--- src/rtl/deserializador_phy_pkg.sv ---
// Shared constants and state encoding for the PHY receive path.
package phy_rx_pkg;
  localparam logic [7:0] COMMA_DEF      = 8'hBC;
  localparam logic [7:0] IDLE_DEF       = 8'h7C;
  localparam int         LOCK_COUNT_DEF = 4;

  typedef enum logic [1:0] {
    HUNT   = 2'd0,
    ALIGN  = 2'd1,
    LOCKED = 2'd2
  } rx_state_e;
endpackage

--- src/rtl/deserializador_phy_if.sv ---
// Serial input and word-level output bundle of the PHY receiver.
interface deserializador_phy_if;
  logic        data_serial;
  logic        active_out;
  logic        valid_out;
  logic [31:0] data_out;
  logic        error_out;

  modport master (
    input  data_serial,
    output active_out, valid_out, data_out, error_out
  );
  modport slave (
    output data_serial,
    input  active_out, valid_out, data_out, error_out
  );
endinterface

--- src/rtl/deserializador_phy_alineador_bytes.sv ---
// Bit-level comma hunt, byte alignment and lock tracking.
module alineador_bytes
  import phy_rx_pkg::*;
#(
  parameter logic [7:0] COMMA      = COMMA_DEF,
  parameter int         LOCK_COUNT = LOCK_COUNT_DEF
) (
  input  logic       clk_32f,
  input  logic       reset,
  input  logic       data_serial,
  output logic       byte_strobe,
  output logic [7:0] byte_val,
  output logic       locked
);
  localparam logic [3:0] LOCK_N = LOCK_COUNT[3:0];

  rx_state_e  state;
  logic [7:0] sr;
  logic [7:0] nb;
  logic [2:0] bit_cnt;
  logic [3:0] bc_cnt;
  logic [3:0] bc_nxt;
  logic       byte_done;

  // The byte completing on this edge is judged before it lands in sr.
  assign nb          = {sr[6:0], data_serial};
  assign byte_val    = nb;
  assign byte_done   = (bit_cnt == 3'd7);
  assign byte_strobe = (state == LOCKED) && byte_done;
  assign bc_nxt      = (bc_cnt == 4'hF) ? bc_cnt : bc_cnt + 4'd1;

  always_ff @(posedge clk_32f) begin
    if (reset) begin
      state   <= HUNT;
      sr      <= 8'h00;
      bit_cnt <= 3'd0;
      bc_cnt  <= 4'd0;
      locked  <= 1'b0;
    end else begin
      sr <= nb;
      case (state)
        HUNT: begin
          if (nb == COMMA) begin
            bit_cnt <= 3'd0;
            bc_cnt  <= 4'd1;
            if (LOCK_N == 4'd1) begin
              state  <= LOCKED;
              locked <= 1'b1;
            end else begin
              state <= ALIGN;
            end
          end
        end
        ALIGN: begin
          bit_cnt <= bit_cnt + 3'd1;
          if (byte_done) begin
            if (nb == COMMA) begin
              bc_cnt <= bc_nxt;
              if (bc_nxt >= LOCK_N) begin
                state  <= LOCKED;
                locked <= 1'b1;
              end
            end else begin
              state  <= HUNT;
              bc_cnt <= 4'd0;
            end
          end
        end
        LOCKED: bit_cnt <= bit_cnt + 3'd1;
        default: state <= HUNT;
      endcase
    end
  end
endmodule

--- src/rtl/deserializador_phy.sv ---
// PHY receive top: aligned bytes in, 32-bit words out; idles dropped,
// a comma mid-word aborts the partial word with an error pulse.
module deserializador_phy
  import phy_rx_pkg::*;
#(
  parameter logic [7:0] COMMA      = COMMA_DEF,
  parameter logic [7:0] IDLE       = IDLE_DEF,
  parameter int         LOCK_COUNT = LOCK_COUNT_DEF
) (
  input  logic                        clk_32f,
  input  logic                        reset,
  deserializador_phy_if.master        rx
);
  logic        byte_strobe;
  logic [7:0]  byte_val;
  logic        locked;
  logic [1:0]  byte_idx;
  logic [23:0] word;

  alineador_bytes #(
    .COMMA      (COMMA),
    .LOCK_COUNT (LOCK_COUNT)
  ) u_alineador (
    .clk_32f     (clk_32f),
    .reset       (reset),
    .data_serial (rx.data_serial),
    .byte_strobe (byte_strobe),
    .byte_val    (byte_val),
    .locked      (locked)
  );

  assign rx.active_out = locked;

  // Only the three most recent data bytes matter; the 4th goes straight out.
  always_ff @(posedge clk_32f) begin
    if (reset) begin
      byte_idx     <= 2'd0;
      word         <= 24'h0;
      rx.data_out  <= 32'h0;
      rx.valid_out <= 1'b0;
      rx.error_out <= 1'b0;
    end else begin
      rx.valid_out <= 1'b0;
      rx.error_out <= 1'b0;
      if (byte_strobe) begin
        if (byte_val == COMMA) begin
          rx.error_out <= (byte_idx != 2'd0);
          byte_idx     <= 2'd0;
        end else if (byte_val != IDLE) begin
          word <= {word[15:0], byte_val};
          if (byte_idx == 2'd3) begin
            rx.data_out  <= {word, byte_val};
            rx.valid_out <= 1'b1;
            byte_idx     <= 2'd0;
          end else begin
            byte_idx <= byte_idx + 2'd1;
          end
        end
      end
    end
  end
endmodule

--- src/flat_wrapper.sv ---
// flat-port wrapper written by rule: the top's interface ports become plain ports
module deserializador_phy_flat import phy_rx_pkg::*;
#(
  parameter logic [7:0] COMMA      = COMMA_DEF,
  parameter logic [7:0] IDLE       = IDLE_DEF,
  parameter int         LOCK_COUNT = LOCK_COUNT_DEF
)
  (clk_32f, reset, rx_data_serial, rx_active_out, rx_valid_out, rx_data_out, rx_error_out);
  deserializador_phy_if rx_i ();
  input  logic clk_32f;
  input  logic reset;
  input wire logic [$bits(rx_i.data_serial)-1:0] rx_data_serial;
  output wire logic [$bits(rx_i.active_out)-1:0] rx_active_out;
  output wire logic [$bits(rx_i.valid_out)-1:0] rx_valid_out;
  output wire logic [$bits(rx_i.data_out)-1:0] rx_data_out;
  output wire logic [$bits(rx_i.error_out)-1:0] rx_error_out;
  assign rx_i.data_serial = rx_data_serial;
  assign rx_active_out = rx_i.active_out;
  assign rx_valid_out = rx_i.valid_out;
  assign rx_data_out = rx_i.data_out;
  assign rx_error_out = rx_i.error_out;
  deserializador_phy #(.COMMA(COMMA), .IDLE(IDLE), .LOCK_COUNT(LOCK_COUNT)) u_core (.clk_32f(clk_32f), .reset(reset), .rx(rx_i));
endmodule
--- config.mk ---
export PLATFORM = sky130hd
export DESIGN_NAME = deserializador_phy_flat
export DESIGN_NICKNAME = d
export VERILOG_FILES = /design/src/rtl/deserializador_phy_pkg.sv /design/src/rtl/deserializador_phy_if.sv /design/src/rtl/deserializador_phy_alineador_bytes.sv /design/src/rtl/deserializador_phy.sv /design/src/flat_wrapper.sv
export SDC_FILE = /design/constraint.sdc
export NUM_CORES = 1
export LEC_CHECK = 0
export ABC_AREA = 1
export CORE_MARGIN = 2
export CORE_UTILIZATION = 50
export DETAILED_ROUTE_END_ITERATION = 16
export PLACE_DENSITY = 0.72
export SLEW_MARGIN = 10
export SYNTH_ARGS = -nofsm -noshare
export SYNTH_HDL_FRONTEND = slang
export SYNTH_HIERARCHICAL = 1
export SYNTH_SLANG_ARGS = --single-unit
--- constraint.sdc ---
create_clock -name clk_32f -period 1.9 [get_ports clk_32f]
set_input_delay 0.19 -clock clk_32f [delete_from_list [all_inputs] [get_ports clk_32f]]
set_output_delay 0.19 -clock clk_32f [all_outputs]
set_load 0.01 [all_outputs]
-- Word-level counts from Yosys, hierarchy flattened
Index checks and enable logic that the tools add are counted.
- bitwise gates (word level): 4
- muxes and demuxes: 16
- equality and inequality tests: 10
- $add $sub $neg: 3
- order comparisons: 1
- reductions and logical operators: 16
- operators by type and width (cell ; number):
    4-bit 2-to-1 mux ; 4
    2-bit 2-to-1 mux ; 7
    4-bit AND reduction ; 3
    8-bit == test, second input constant ; 1
    8-bit by 7-bit != test with 1-bit output, second input constant ; 1
    4-bit one-hot mux with 2 select lines ; 1
    2-bit nonzero test ; 4
    2-bit one-hot mux with 3 select lines ; 1
    3-bit one-hot mux with 2 select lines ; 1
    3-bit AND reduction ; 2
    4-bit by 1-bit adder with 4-bit output, second input constant ; 1
    2-bit == test, second input constant ; 2
    4-bit == test, second input constant ; 1
    4-bit by 3-bit greater-or-equal comparator with 1-bit output, second input constant ; 1
    1-bit NOT ; 4
    2-bit AND reduction ; 2
    4-bit OR reduction ; 1
    3-bit by 1-bit adder with 3-bit output, second input constant ; 1
    3-bit == test, second input constant ; 1
    3-bit 2-to-1 mux ; 1
    3-bit != test, second input constant ; 1
    3-bit OR reduction ; 1
    2-bit by 1-bit adder with 2-bit output, second input constant ; 1
    2-bit by 1-bit == test with 1-bit output, second input constant ; 1
    6 further kinds ; 6
- bits in registers: 77
- logic and storage cells: 60

-- Logic depth before layout (Yosys ltp)
- depth in word-level cells: 7
- mapped depth: 11
- gate-level depth less buffers: 10

-- Modules after synthesis
Netlist, hierarchy kept.
- modules (own cells, without submodules) (module ; cells an instance ; area an instance (µm²) ; times used):
    deserializador_phy ; 375 ; 2633.8 ; 1
    alineador_bytes ; 131 ; 899.6 ; 1

-- Worst setup path before layout
Ideal clock, no wire load.
- kind: reg-to-reg
- start point: register u_core.u_alineador.bit_cnt[0]
- end point: register u_core.word[2]
- path buffers: 2
- period minus slack after synthesis: 1.432 ns
- stages on the path, launching flop included: 10
- library setup time: 0.113 ns
- arrival time: 1.319 ns
- slack: 0.468 ns
- cell sequence: dfxtp_1 > ha_1 > ha_1 > nand2_1 > inv_1 > nand3_2 > buf_6 > buf_6 > o21ai_1 > nor2_1
- word-level cells in the longest chain between the ends: 3
- RTL lines (element ; line ; RTL):
    start, declared ; deserializador_phy_alineador_bytes.sv:20 ; logic [2:0] bit_cnt;
    start signal, assigned ; deserializador_phy_alineador_bytes.sv:55 ; bit_cnt <= bit_cnt + 3'd1;
    start signal, assigned ; deserializador_phy_alineador_bytes.sv:69 ; LOCKED: bit_cnt <= bit_cnt + 3'd1;
    3-bit == test ; deserializador_phy_alineador_bytes.sv:28 ; assign byte_done = (bit_cnt == 3'd7);
    1-bit logical AND ; deserializador_phy_alineador_bytes.sv:29 ; assign byte_strobe = (state == LOCKED) && byte_done;
    net u_core.byte_strobe ; deserializador_phy.sv:14 ; logic byte_strobe;
    3-bit AND reduction (no line) ; n/a ;
    end signal, assigned ; deserializador_phy.sv:50 ; word <= {word[15:0], byte_val};
    end, declared ; deserializador_phy.sv:18 ; logic [23:0] word;
The timed path passes the listed nets, and every way through them passes these cells.
A chain may end at the register's enable or synchronous reset.

-- Final worst setup path
- start point: register u_core.u_alineador.bit_cnt[0]
- end point: register u_core.rx.data_out[6]
- word-level cells in the longest chain between the ends: 3
- RTL lines (element ; line ; RTL):
    3-bit == test ; deserializador_phy_alineador_bytes.sv:28 ;
    1-bit logical AND ; deserializador_phy_alineador_bytes.sv:29 ;
    net u_core.byte_strobe ; deserializador_phy.sv:14 ;
    4-bit AND reduction (no line) ; n/a ;
    end signal, assigned ; deserializador_phy.sv:52 ; rx.data_out <= {word, byte_val};
    end, declared ; deserializador_phy_if.sv:11 ; output active_out, valid_out, data_out, error_out
The timed path passes the listed nets, and every way through them passes these cells.

==> results.cfg <==
[worst_setup_path]
required_ns = 2.16
crit-reg2reg-launch = u_core/u_alineador/bit_cnt[0]
crit_path_end_kind = flop
cp.arrival_ns = 1.97
startpoint = u_core/u_alineador/bit_cnt[0]
reg2regPathDepth = 10
start_kind = flop
path_class = reg -> reg
critPathMaxFanout = 26

[layout]
final_common_cell = nor2_1
fin_cells = 642
insertedDiodeCount = 0
area_growth_pct = 19.4
fin_nets = 552
fin_util = 0.617
drive_gt1_frac = 0.103
finalInstanceArea_sq_mm = 0.00422
final_cell_mix = nor2_1 (113), nand2_1 (103), inv_1 (81)

[clocking]
insertion_delay_ns = 0.35
cts_setup_buffers = 0
clock_sinks = 77
root_buffer = clkbuf_8
tritoncts = done
cts.clk_slew.worst_paths_ns = 0.08
htree_levels = 3
numCtsBuffers = 9
postCtsHoldBufs = 0
clk_path_buf_depth = 2
cts-resized-gates = 0

[timing]
setup_slack_ns = 0.186
post-route-period-util = 0.902
tns_ns = 0
rsz0062_at_grt = false
slew_violations = 0
relSlewSlack = 0.782
min_period_ns = 1.71
hold_violations = 0
setup_viol = 0
whs_ns = 0.467
fmax_mhz = 583
tightestPinTransition_ns = 0.324
fin_skew_ns = 0.0101

[synthesis]
yosys_warnings = 6
yosys_register_bits = 77
seq_area_frac_synth = 0.436
synth_nets = 517
synthCells = 506
avgSynthCellArea_sq_um = 6.98
netlist_area_sq_mm = 0.00353
ys_types = 27

[power_and_ir_drop]
power.density_mw_per_mm2 = 878
p_leak_nw = 1.77
irDropWorstVdd_mv = 0.688
finalPower_mw = 3.70

[detailed_routing]
routedWlPerCell_um = 10.5
drtPass1Iterations = 5
ant_nets = 0
drt_wl_total_um = 6770
viasPerCell = 4.58
drt_iter0_markers = 134
vias = 2938
drc = 0

[global_route]
grt_pass1_vias = 2659
grt_pass1_wl_um = 11400
overflow = 0
track_usage = 0.189
antenna_found_initial = 0
grt_max_degree = 58

[placement]
pre_cts_ws_ns = 0.135
dp_hpwl_um = 4810
place.gp.congestion = 0.837
place_area_sq_mm = 0.00400
place.port_buffers = 37
dp_cells = 626

[hold_path]
min-delay-start = u_core/u_alineador/locked
holdPathStages = 2
min_path_type = reg -> reg

[die]
die-area_sq_mm = 0.00776
die_y_um = 88.1
start_util = 0.517
io_pins = 38
core_area_sq_mm = 0.00683
num_rows = 30
die_w_um = 88.1

[flow_run]
max_cap_violations = 0

[outcome]
status = finished, final reports clean
[critical path: stages (launching register included)]
cell and delay (ns):
dfxtp_1 0.35, ha_1 0.15, ha_1 0.17, nand2_1 0.05, inv_1 0.19, nand2_4 0.11, inv_2 0.15, buf_12 0.19
nand3_1 0.12, nand2_1 0.08, nor2_1 0.04
[path summary, 6_finish.rpt]
kind / endpoint / slack (ns)
worst max register to register: u_core/rx.data_out[6] / 0.19
worst min-delay path: u_core/u_alineador/locked / 0.47
worst min register to register: u_core/u_alineador/locked / 0.47
worst max-delay path: u_core/rx.data_out[6] / 0.19
[cell type report]
cell class,instances,area (sq um)
clock buffers,9,124
clock inverters,7,97.6
fillers,644,2610
inverters,87,328
multi-input cells,320,1520
flip-flops and latches,77,1540
well taps,96,120
repair buffers,46,488
[routing by layer]
metal	global-route usage	routed length, um	share of wire
met3	0.0481	259	0.038
met1	0.233	3270	0.48
met5	0	0	0
met4	0.0744	59	0.0087
met2	0.317	3180	0.47
[state kept, by name (all words and copies together), names as in the netlist]
signal,flops
u_core/byte_idx,2
u_core/rx.data_out,32
u_core/u_alineador/bc_cnt,4
u_core/rx.error_out,1
u_core/u_alineador/sr,7
u_core/rx.valid_out,1
u_core/word,24
u_core/u_alineador/locked,1
u_core/u_alineador/state,2
u_core/u_alineador/bit_cnt,3
[cells in the mapped netlist]
cell / n / share of area
clkbuf_1: 6 / 0.0064
o21ai_0: 23 / 0.033
nor2_2: 5 / 0.0089
a21oi_1: 8 / 0.011
xor2_1: 1 / 0.0025
nand3_1: 28 / 0.040
nand3_4: 1 / 0.0050
nand3_2: 11 / 0.031
nand2_4: 4 / 0.013
a21oi_2: 1 / 0.0025
buf_4: 2 / 0.0042
nand2_1: 103 / 0.11
nand2_2: 2 / 0.0035
nand3b_1: 1 / 0.0021
ha_1: 8 / 0.028
clkinv_1: 1 / 0.0011
inv_1: 81 / 0.086
o21ai_1: 4 / 0.0057
nor2_1: 113 / 0.12
nand4_1: 3 / 0.0053
buf_2: 8 / 0.011
inv_2: 4 / 0.0042
buf_6: 6 / 0.019
clkinv_2: 1 / 0.0014
nor3_1: 2 / 0.0028
dfxtp_1: 77 / 0.44
nor2_4: 2 / 0.0064
[cell families (layout without fill, tap and decap cells)]
| logic type | Yosys count | after routing | share of synthesized area |
|---|---|---|---|
| AO/OA/AOI/OAI | 36 | 36 | 0.0521 |
| XOR/XNOR | 1 | 1 | 0.00248 |
| adder cells (fa/ha/maj) | 8 | 8 | 0.0283 |
| buffers and inverters | 109 | 149 | 0.134 |
| flip-flops | 77 | 77 | 0.436 |
| AND/OR/NAND/NOR | 275 | 275 | 0.347 |
[power breakdown]
| group | internal [mW] | total (mW) | leakage, nW | switching [mW] |
|---|---|---|---|---|
| logic | 0.223 | 0.603 | 1.04 | 0.380 |
| registers | 1.68 | 1.74 | 0.621 | 0.0645 |
| clock network | 0.743 | 1.36 | 0.106 | 0.617 |
Note: power is estimated with default switching activity, not from simulation.
